$ cat src/rtl/div_unit_pkg.sv
// Shared ALU definitions: divide op encodings (low bits of RV32M funct3 1xx)
// and divider FSM state encodings.
package div_unit_pkg;

   typedef enum logic [1:0] {
      OP_DIV  = 2'b00,
      OP_DIVU = 2'b01,
      OP_REM  = 2'b10,
      OP_REMU = 2'b11
   } div_op_e;

   typedef enum logic [1:0] {
      S_IDLE = 2'b00,
      S_CALC = 2'b01,
      S_FIX  = 2'b10,
      S_DONE = 2'b11
   } div_state_e;

   localparam int unsigned CNT_W = 5;
   localparam logic [CNT_W-1:0] CALC_LAST = 5'd31;

   function automatic logic op_is_signed(input div_op_e op);
      return (op == OP_DIV) || (op == OP_REM);
   endfunction

   function automatic logic op_is_rem(input div_op_e op);
      return (op == OP_REM) || (op == OP_REMU);
   endfunction

endpackage

$ cat src/rtl/div_unit_adder.sv
// Ripple-carry adder shared by the ALU datapaths.
module adder #(
   parameter int WIDTH = 32
) (
   input  logic [WIDTH-1:0] a,
   input  logic [WIDTH-1:0] b,
   input  logic             cin,
   output logic [WIDTH-1:0] sum,
   output logic             cout
);

   logic carry;

   always_comb begin
      carry = cin;
      sum   = '0;
      for (int i = 0; i < WIDTH; i++) begin
         sum[i] = a[i] ^ b[i] ^ carry;
         carry  = (a[i] & b[i]) | (carry & (a[i] ^ b[i]));
      end
      cout = carry;
   end

endmodule

$ cat src/rtl/div_unit.sv
// Fixed-latency (34 cycle) restoring divider for RV32M DIV/DIVU/REM/REMU.
// Operands are reduced to magnitudes at start; signs are reapplied in FIX.
module div_unit
   import div_unit_pkg::*;
#(
   parameter int XLEN = 32
) (
   input  logic            i_clk,
   input  logic            i_rst,
   input  logic            i_start,
   input  logic [1:0]      i_op,
   input  logic [XLEN-1:0] i_a,
   input  logic [XLEN-1:0] i_b,
   output logic [XLEN-1:0] o_result,
   output logic            o_busy,
   output logic            o_done
);

   div_state_e       state;
   div_op_e          op_q;
   div_op_e          op_in;
   logic             neg_quo;
   logic             neg_rem;
   logic [CNT_W-1:0] cnt;
   logic [XLEN-1:0]  rem;
   logic [XLEN-1:0]  quo;
   logic [XLEN-1:0]  dvs;

   logic             a_neg;
   logic             b_neg;
   logic [XLEN-1:0]  a_mag;
   logic [XLEN-1:0]  b_mag;
   logic [XLEN-1:0]  rem_sh;
   logic [XLEN-1:0]  diff;
   logic [XLEN-1:0]  res_sel;
   logic             carry;
   logic             no_borrow;

   function automatic logic [XLEN-1:0] cond_neg(input logic [XLEN-1:0] v, input logic neg);
      return neg ? (~v + XLEN'(1)) : v;
   endfunction

   assign op_in = div_op_e'(i_op);
   assign a_neg = op_is_signed(op_in) & i_a[XLEN-1];
   assign b_neg = op_is_signed(op_in) & i_b[XLEN-1];
   assign a_mag = cond_neg(i_a, a_neg);
   assign b_mag = cond_neg(i_b, b_neg);

   // The quotient register doubles as the dividend shift register.
   assign rem_sh = {rem[XLEN-2:0], quo[XLEN-1]};

   adder #(.WIDTH(XLEN)) u_adder (
      .a    (rem_sh),
      .b    (~dvs),
      .cin  (1'b1),
      .sum  (diff),
      .cout (carry)
   );

   // The bit shifted out of rem is the 33rd bit of the partial remainder.
   assign no_borrow = carry | rem[XLEN-1];
   assign res_sel   = op_is_rem(op_q) ? cond_neg(rem, neg_rem) : cond_neg(quo, neg_quo);

   always_ff @(posedge i_clk or posedge i_rst) begin
      if (i_rst) begin
         state    <= S_IDLE;
         op_q     <= OP_DIV;
         neg_quo  <= 1'b0;
         neg_rem  <= 1'b0;
         cnt      <= '0;
         rem      <= '0;
         quo      <= '0;
         dvs      <= '0;
         o_result <= '0;
         o_busy   <= 1'b0;
         o_done   <= 1'b0;
      end else begin
         case (state)
            S_IDLE: begin
               o_done <= 1'b0;
               if (i_start) begin
                  op_q    <= op_in;
                  quo     <= a_mag;
                  dvs     <= b_mag;
                  // Divide by zero keeps an all-ones quotient unsigned.
                  neg_quo <= (a_neg ^ b_neg) & (i_b != '0);
                  neg_rem <= a_neg;
                  rem     <= '0;
                  cnt     <= CALC_LAST;
                  o_busy  <= 1'b1;
                  state   <= S_CALC;
               end
            end
            S_CALC: begin
               rem <= no_borrow ? diff : rem_sh;
               quo <= {quo[XLEN-2:0], no_borrow};
               cnt <= cnt - CNT_W'(1);
               if (cnt == '0) begin
                  state <= S_FIX;
               end
            end
            S_FIX: begin
               o_result <= res_sel;
               o_busy   <= 1'b0;
               o_done   <= 1'b1;
               state    <= S_DONE;
            end
            S_DONE: begin
               o_done <= 1'b0;
               state  <= S_IDLE;
            end
            default: begin
               state <= S_IDLE;
            end
         endcase
      end
   end

endmodule
$ cat config.mk
export PLATFORM = sky130hd
export DESIGN_NAME = div_unit
export DESIGN_NICKNAME = d
export VERILOG_FILES = /design/src/rtl/div_unit_pkg.sv /design/src/rtl/div_unit_adder.sv /design/src/rtl/div_unit.sv
export SDC_FILE = /design/constraint.sdc
export NUM_CORES = 1
export LEC_CHECK = 0
export ABC_AREA = 1
export BUFFER_PORTS_ARGS = -buffer_cell sky130_fd_sc_hd__buf_2
export CAP_MARGIN = 30
export CORE_MARGIN = 2
export CORE_UTILIZATION = 55
export CTS_CLUSTER_DIAMETER = 50
export DETAILED_ROUTE_END_ITERATION = 8
export PLACE_DENSITY = 0.9
export SLEW_MARGIN = 5
export SYNTH_ARGS = -nofsm -noshare
export SYNTH_HDL_FRONTEND = slang
export SYNTH_SLANG_ARGS = --single-unit
$ cat constraint.sdc
create_clock -name i_clk -period 13.6 [get_ports i_clk]
set_input_delay 2.72 -clock i_clk [delete_from_list [all_inputs] [get_ports i_clk]]
set_output_delay 2.72 -clock i_clk [all_outputs]
set_load 0.01 [all_outputs]
==> After elaboration in Yosys (flattened, before gate mapping) <==
Cells that the tools add are included.
{ "word_totals": {"reg_bits": 141, "inputBits": 69, "output_inout_bits": 34} }
{ "classes": {"add_sub_neg": 5, "n_eq_ne": 8, "muxes": 18, "n_bitwise": 169, "n_reduce_logical": 14} }
{ "op_table": {"columns": ["operator", "count"], "rows": [
  ["2-to-1 mux 32 bit", 8],
  ["NOT 32 bit", 5],
  ["adder 32 x 1 -> 32 bit, second input constant", 4],
  ["case mux 32 bit (2 select lines)", 2],
  ["bitwise AND 1 bit", 66],
  ["bitwise XOR 1 bit", 64],
  ["bitwise OR 1 bit", 33],
  ["nonzero test 32 bit", 1],
  ["== test 2 bit, second input constant", 5],
  ["case mux 5 bit (2 select lines)", 1],
  ["case mux 2 bit (4 select lines)", 1],
  ["AND reduction 2 bit", 4],
  ["nonzero test 2 bit", 3],
  ["zero test 5 bit", 1],
  ["2-to-1 mux 5 bit", 1],
  ["subtractor 5 x 1 -> 5 bit, second input constant", 1],
  ["zero test 2 bit", 2],
  ["2-to-1 mux 2 bit", 2],
  ["inequality test 2 bit, second input constant", 2],
  ["case mux 1 bit (2 select lines)", 2],
  ["== test 2 x 1 -> 1 bit, second input constant", 1],
  ["logical OR 1 bit", 2],
  ["OR reduction 2 bit", 1],
  ["2-to-1 mux 1 bit", 1],
  ["NOT 1 bit", 1]
]} }

==> Depth between registers and ports, before layout <==
{ "logic_depth": {"word_depth": 68, "ltp_mapped": 44, "ltp_nobuf": 43} }

==> Hierarchy <==
A second synthesis with hierarchy kept.
{ "hier_totals": {"hier_cells": 1566, "area_unflattened_um2": 10442.5} }
{ "modules_own_cells": {"columns": ["module", "instances", "cells_per_inst", "area_each_um2", "seq_area_each_um2"], "rows": [
  ["div_unit", 1, 1524, 9764.4, 3503.4],
  ["adder", 1, 42, 678.2, 0.0]
]} }

==> Least setup slack after synthesis <==
Ideal clock, no wire load.
{ "synth_timing": {"kind": "reg2reg", "startpoint": "reg quo[31]", "endpoint": "reg rem[19]", "arrival_ns": 12.578, "required_time_ns": 13.459, "path_slack_ns": 0.881, "path_stages_with_launch": 45, "n_path_buf": 2, "synth_period_minus_slack_ns": 12.719, "path_cell_list": "dfrtp_1 -> inv_1 -> ha_1 -> inv_1 -> fa_1 -> inv_1 -> fa_1 -> inv_1 -> fa_1 -> fa_1 -> fa_1 -> fa_1 -> fa_1 -> fa_1 -> fa_1 -> fa_1 -> fa_1 -> fa_1 -> [9 not listed] -> fa_1 -> fa_1 -> fa_1 -> fa_1 -> fa_1 -> fa_1 -> fa_1 -> inv_1 -> fa_1 -> fa_1 -> inv_1 -> fa_1 -> nor2_1 -> buf_2 -> buf_2 -> nand2_1 -> o21ai_0 -> o22ai_1"} }
{ "synth_via": {"elab_chain_len": 67, "elab_cells_between_ends": 69, "classes_between": "mux: 2; bitwise: 67"} }
{ "synth_lines": {"columns": ["item", "line_no", "rtl"], "rows": [
  ["from (decl)", "div_unit.sv:26", "logic [XLEN-1:0] quo;"],
  ["from (signal assigned)", "div_unit.sv:83", "quo <= a_mag;"],
  ["from (signal assigned)", "div_unit.sv:96", "quo <= {quo[XLEN-2:0], no_borrow};"],
  ["bitwise AND 1 bit or bitwise XOR 1 bit (tied branches)", "div_unit_adder.sv:19", "carry = (a[i] & b[i]) | (carry & (a[i] ^ b[i]));"],
  ["bitwise OR 1 bit (*)", "div_unit_adder.sv:19", null],
  ["bitwise AND 1 bit (*)", "div_unit_adder.sv:19", null],
  ["bitwise OR 1 bit (*)", "div_unit_adder.sv:19", null],
  ["bitwise AND 1 bit (*)", "div_unit_adder.sv:19", null],
  ["bitwise OR 1 bit (*)", "div_unit_adder.sv:19", null],
  ["bitwise AND 1 bit (*)", "div_unit_adder.sv:19", null],
  ["bitwise OR 1 bit (*)", "div_unit_adder.sv:19", null],
  ["[51 not listed]", null, null],
  ["bitwise OR 1 bit", "div_unit_adder.sv:19", null],
  ["bitwise AND 1 bit", "div_unit_adder.sv:19", null],
  ["bitwise OR 1 bit", "div_unit_adder.sv:19", null],
  ["bitwise AND 1 bit", "div_unit_adder.sv:19", null],
  ["bitwise OR 1 bit", "div_unit_adder.sv:19", null],
  ["bitwise OR 1 bit", "div_unit.sv:61", "assign no_borrow = carry | rem[XLEN-1];"],
  ["2-to-1 mux 32 bit (*)", "div_unit.sv:95", "rem <= no_borrow ? diff : rem_sh;"],
  ["case mux 32 bit (2 select lines) (*)", "div_unit.sv:78", "case (state)"],
  ["to (signal assigned)", "div_unit.sv:95", null],
  ["to (decl)", "div_unit.sv:25", "logic [XLEN-1:0] rem;"]
]} }
Mark *: on every way between the ends. The rest lies on a longest branch, timed or not.
A chain may end at the register's enable or synchronous reset.

==> Worst setup path in the final report <==
{ "layout_timing": {"startpoint": "reg quo[31]", "endpoint": "reg rem[27]"} }
{ "layout_via": {"elab_chain_len": 67, "elab_cells_between_ends": 69, "classes_between": "mux: 2; bitwise: 67"} }
{ "layout_lines": {"columns": ["item", "line_no"], "rows": [
  ["bitwise AND 1 bit or bitwise XOR 1 bit (tied branches)", "div_unit_adder.sv:19"],
  ["bitwise OR 1 bit (*)", "div_unit_adder.sv:19"],
  ["bitwise AND 1 bit (*)", "div_unit_adder.sv:19"],
  ["bitwise OR 1 bit (*)", "div_unit_adder.sv:19"],
  ["bitwise AND 1 bit (*)", "div_unit_adder.sv:19"],
  ["bitwise OR 1 bit (*)", "div_unit_adder.sv:19"],
  ["bitwise AND 1 bit (*)", "div_unit_adder.sv:19"],
  ["bitwise OR 1 bit (*)", "div_unit_adder.sv:19"],
  ["[51 not listed]", null],
  ["bitwise OR 1 bit", "div_unit_adder.sv:19"],
  ["bitwise AND 1 bit", "div_unit_adder.sv:19"],
  ["bitwise OR 1 bit", "div_unit_adder.sv:19"],
  ["bitwise AND 1 bit", "div_unit_adder.sv:19"],
  ["bitwise OR 1 bit", "div_unit_adder.sv:19"],
  ["bitwise OR 1 bit", "div_unit.sv:61"],
  ["2-to-1 mux 32 bit (*)", "div_unit.sv:95"],
  ["case mux 32 bit (2 select lines) (*)", "div_unit.sv:78"]
]} }
Marked as above.

==> flow_results.org <==
** Status
- Result of the run :: complete, no violations

** STA
- The tightest hold path in the finished design has a slack of 0.474 ns.
- Final critical delay including setup and external delays :: 13.22 ns
- Setup_tns :: 0 ns
- Worst Tran Pin Value :: between 0.8 and 0.9 ns
- The final count of hold timing violations is 0.
- Derived from the worst setup path, the maximum achievable clock frequency is 0.0757 GHz.
- Count of final setup violators :: 0
- Clock skew :: ~0.010 ns
- Share of the clock period used by the worst path :: 0.972
- The number of slew-limit violations in the final report came to 0.
- Headroom to the max-slew limit came out at 0.425.

** Floorplanning
- Die W :: roughly 140 um
- After floorplanning, the core was sized to cover roughly 19000 sq um.
- Die outline area :: 20600 sq um
- Num ports :: between 100 and 150
- In this run the vertical extent of the chip is 143 um.
- Initial core utilization :: 0.565
- Number of placement rows :: 50

** Yosys
- Warning count from the yosys run :: 0
- Compound-gate portion of the synthesized area :: 0.140
- Fraction of synthesis flops using an asynchronous set or reset pin :: 1.00
- Of the total synthesized cell area, the portion taken by XOR and XNOR cells is 0.0115.
- Mux contribution to synthesized area :: 0
- Average footprint of a synthesized cell :: approximately 6.6 sq um
- Of the synthesized area, sequential elements account for 0.328.
- Yosys top cell area share :: 0.328
- Number of enable flip-flop cells after synthesis :: 0
- Mapped Cells :: around 1600
- Post-Synth Simple-Gate Area :: 0.353
- Area share of fa/ha/maj cells after synthesis :: 0.0710
- Distinct cell type count after synthesis :: 39
- Post-Synthesis Net Count :: about 1700
- By area, the combinational part of the netlist is dominated by simple AND/OR/NAND/NOR gates.
- Most frequently used flop master after synthesis :: dfrtp_1
- The synthesized design spends more area on one cell type than any other, namely dfrtp_1.
- In this run the cell area of the synthesized design comes to around 11000 sq um.
- Number of synthesized register bits :: 140
- After synthesis, the cell types taking the most area are dfrtp_1 33%, nand2_1 17%, nand3_1 9.2%.

** Setup path
- Setup slack on the worst reg-to-reg path comes out at roughly 0.38 ns.
- The number of buffers and inverters on the critical path is 8.
- STA classifies the critical path endpoint as a register.
- Logic depth of the worst setup path including buffers :: 44
- Data on the critical path is required at its endpoint by about 14 ns.
- Slowest Stage Delay on Critical Path :: 0.41 ns
- Setup crit start kind :: register
- Critical path peak fanout :: 8
- Launching point of the worst reg2reg path :: quo[31]
- Reg2reg end :: rem[27]
- STA puts the critical path data arrival time at about 14 ns.
- On the critical path the largest part of the delay comes from adder cells.
- By startpoint and endpoint, the worst setup path is classified as reg -> reg.
- The slowest stage of the critical path is the fa_1 cell.
- Counting cells, the worst reg-to-reg path comes to between 40 and 50.
- Counting stages on the worst path, the most repeated cell is fa_1.

** Min path
- The worst hold path belongs to the class reg -> reg.
- The path with the worst hold slack has its endpoint at o_result[29].
- In this run the most critical hold path is launched from o_result[29].
- The worst hold path was traced through 2 stages.

** Pwr
- Of the total power, the share spent switching nets is 0.506.
- Of the total power, combinational logic draws 0.597.
- For this design the static power due to leakage is approximately 6.0 nW.
- VDD sags by at most about 270 uV.
- Of the total power, registers draw 0.262.
- Design internal power :: around 1.6 mW
- Total power divided by cell area :: around 270 nW/um^2
- The share of total power dissipated in the clock network is 0.142.
- Net switching component of the power :: approximately 1.6 mW

** Clock network
- The clock reaches the later pin of the worst-skew pair after 0.44 ns.
- The cell sitting at the root of the clock tree is a clkbuf_16.
- Clock Pin Slew Worst Setup and Hold Paths :: approximately 0.06 ns
- Counting every sink on the clock net gives between 100 and 150.
- Largest buffer count on any clock path :: 2
- Number of H-tree levels :: 4
- Cts bufs inserted :: 17
- CTS tree :: built

** Layout
- In the final layout, the share of cells above drive strength 1 is 0.122.
- Layout area overhead :: 13.3%
- Most common cell after layout, fill and taps aside :: nand2_1
- FF/Latch Area :: around 3500 sq um
- Area of the multi-input gates :: 6170 sq um
- Counting the fill cells in the layout gives about 1700.
- The number of antenna diodes in the final layout is 0.
- Leaving out fill and tap cells, the most frequent cells in the layout are 472 x nand2_1, 196 x nand3_1, 181 x inv_1.
- Final layout net count :: 1805
- Post-route cell area :: 12100 sq um

** Place
- Buffers placed on the I/O ports in this run total 102.
- Area after detailed placement :: 11400 sq um
- Total half-perimeter wirelength after legalization and detailed placement :: approximately 23000 um
- Final weighted congestion of routability-driven global placement :: approximately 0.96

** Route
- Once detail routing completed, the nets flagged for antenna violations numbered 0.
- The final route contains 11400 vias.
- Avg Vias per Cell :: just under 6
- DRC violations left :: 0
- Dividing the detail-routed wire length by the instance count gives ~17 um.
- For this block, the initial DRC count from the detailed router was about 1400.
- Detailed Routing Iterations Pass 1 :: 8
- Wire length after detailed routing :: 32600 um

** Run
- Number of max-capacitance violations reported :: 0

** Global routing
- The via count of the first global-routing pass came to between 10000 and 15000.
- Pin count of the biggest net entering global routing :: a little under 90
- Global routing finished with a remaining overflow of 0.
- Number of antenna violations at the first check in global routing :: 0
- Across every metal layer, demand over resource in global routing totals 0.314.
- The first global-routing pass estimated between 50000 and 60000 um of wire.
synthesized netlist by cell type, types with 2 or more instances:
library cell and number:
o21ai_1 20, o21ai_0 122, o22ai_1 35, nand2_2 15, inv_2 8, o31ai_1 2, nor3_1 5, xor2_1 13
fa_1 31, buf_1 4, nand2_1 472, buf_2 28, a21oi_1 60, o211ai_1 5, nor2_2 9, nor2_1 172
or2_2 3, o21ai_2 3, nand3_2 4, clkbuf_1 17, nor4_1 2, buf_6 3, nor2_4 6, nand4_1 6
ha_1 11, buf_4 8, nand3_1 196, a31oi_1 16, a22oi_1 8, dfrtp_1 140, inv_1 183
worst max-delay path by stage:
stage,start,to,slack (ns)
2_1_floorplan,quo[31],rem[19],0.88
3_3_place_gp,quo[31],rem[28],0.52
3_5_place_dp,quo[31],rem[3],0.34
4_1_cts,quo[31],rem[3],0.28
5_1_grt,quo[31],rem[27],-0.02
6_report,quo[31],rem[27],0.38
metrics by stage:
stage | cells | util | total power, mW | setup WS (ns)
finish | 1967 | 0.641 | 3.22 | 0.385
global route | 1967 | 0.641 | 3.49 | -0.0232
CTS | 1959 | 0.632 | 3.04 | 0.278
detailed placement | 1927 | 0.602 | 2.58 | 0.338
global placement | 1924 | 0.597 | 2.47 | 0.519
floorplan | 1615 | - | 2.08 | 0.881
sequential cells by signal (all words and copies together) (netlist names), 2 cells and up:
| register | count |
|---|---|
| dvs | 32 |
| o_result | 32 |
| quo | 32 |
| rem | 32 |
| cnt | 5 |
| state | 2 |
power groups by stage:
stage / combinational, mW / sequential, mW / clock (mW)
2_1_floorplan: 1.28 / 0.794 / 0
3_3_place_gp: 1.63 / 0.846 / 0
3_5_place_dp: 1.73 / 0.844 / 0
4_1_cts: 1.75 / 0.841 / 0.456
5_1_grt: 2.15 / 0.867 / 0.475
6_report: 1.92 / 0.841 / 0.455
cells by family after synthesis:
kind of cell    count (synthesis)
compound gates                274
xor+xnor                       14
fa+ha+maj                      42
buf+inv                       253
flops                         140
simple gates                  892
layout make-up:
class / instances / share of cell area
Clock buffer: 20 / 0.0377
Sequential cell: 140 / 0.289
Inverter: 193 / 0.0605
Clock inverter: 12 / 0.00920
Tap cell: 260 / 0.0269
Multi-Input combinational cell: 1222 / 0.509
Timing Repair Buffer: 120 / 0.0670
worst reg2reg max path: cells and delay by family, from the launching register on:
kind | cells | cell delay, ns
AOI/OAI and AO/OA | 2 | 0.21
and+or+nand+nor | 2 | 0.19
adders and majority gates | 32 | 11.57
buffers and inverters | 8 | 0.70
DFF | 1 | 0.40
what timing repair did:
action                     4_1_cts  5_1_grt
resized for setup                0        7
hold buffers                     0        0
buffers inserted                 0        2
setup endpoints to repair        0       33
metal layers:
metal  vias to the layer above  wire length [um]  GRT usage
li1                       5390                 -          -
met3                        89              3390     0.0606
met5                         -                 0          0
met2                       643             14700      0.483
met4                         0               936     0.0965
met1                      5263             13600      0.451
Power figures use the tool's default switching activity.
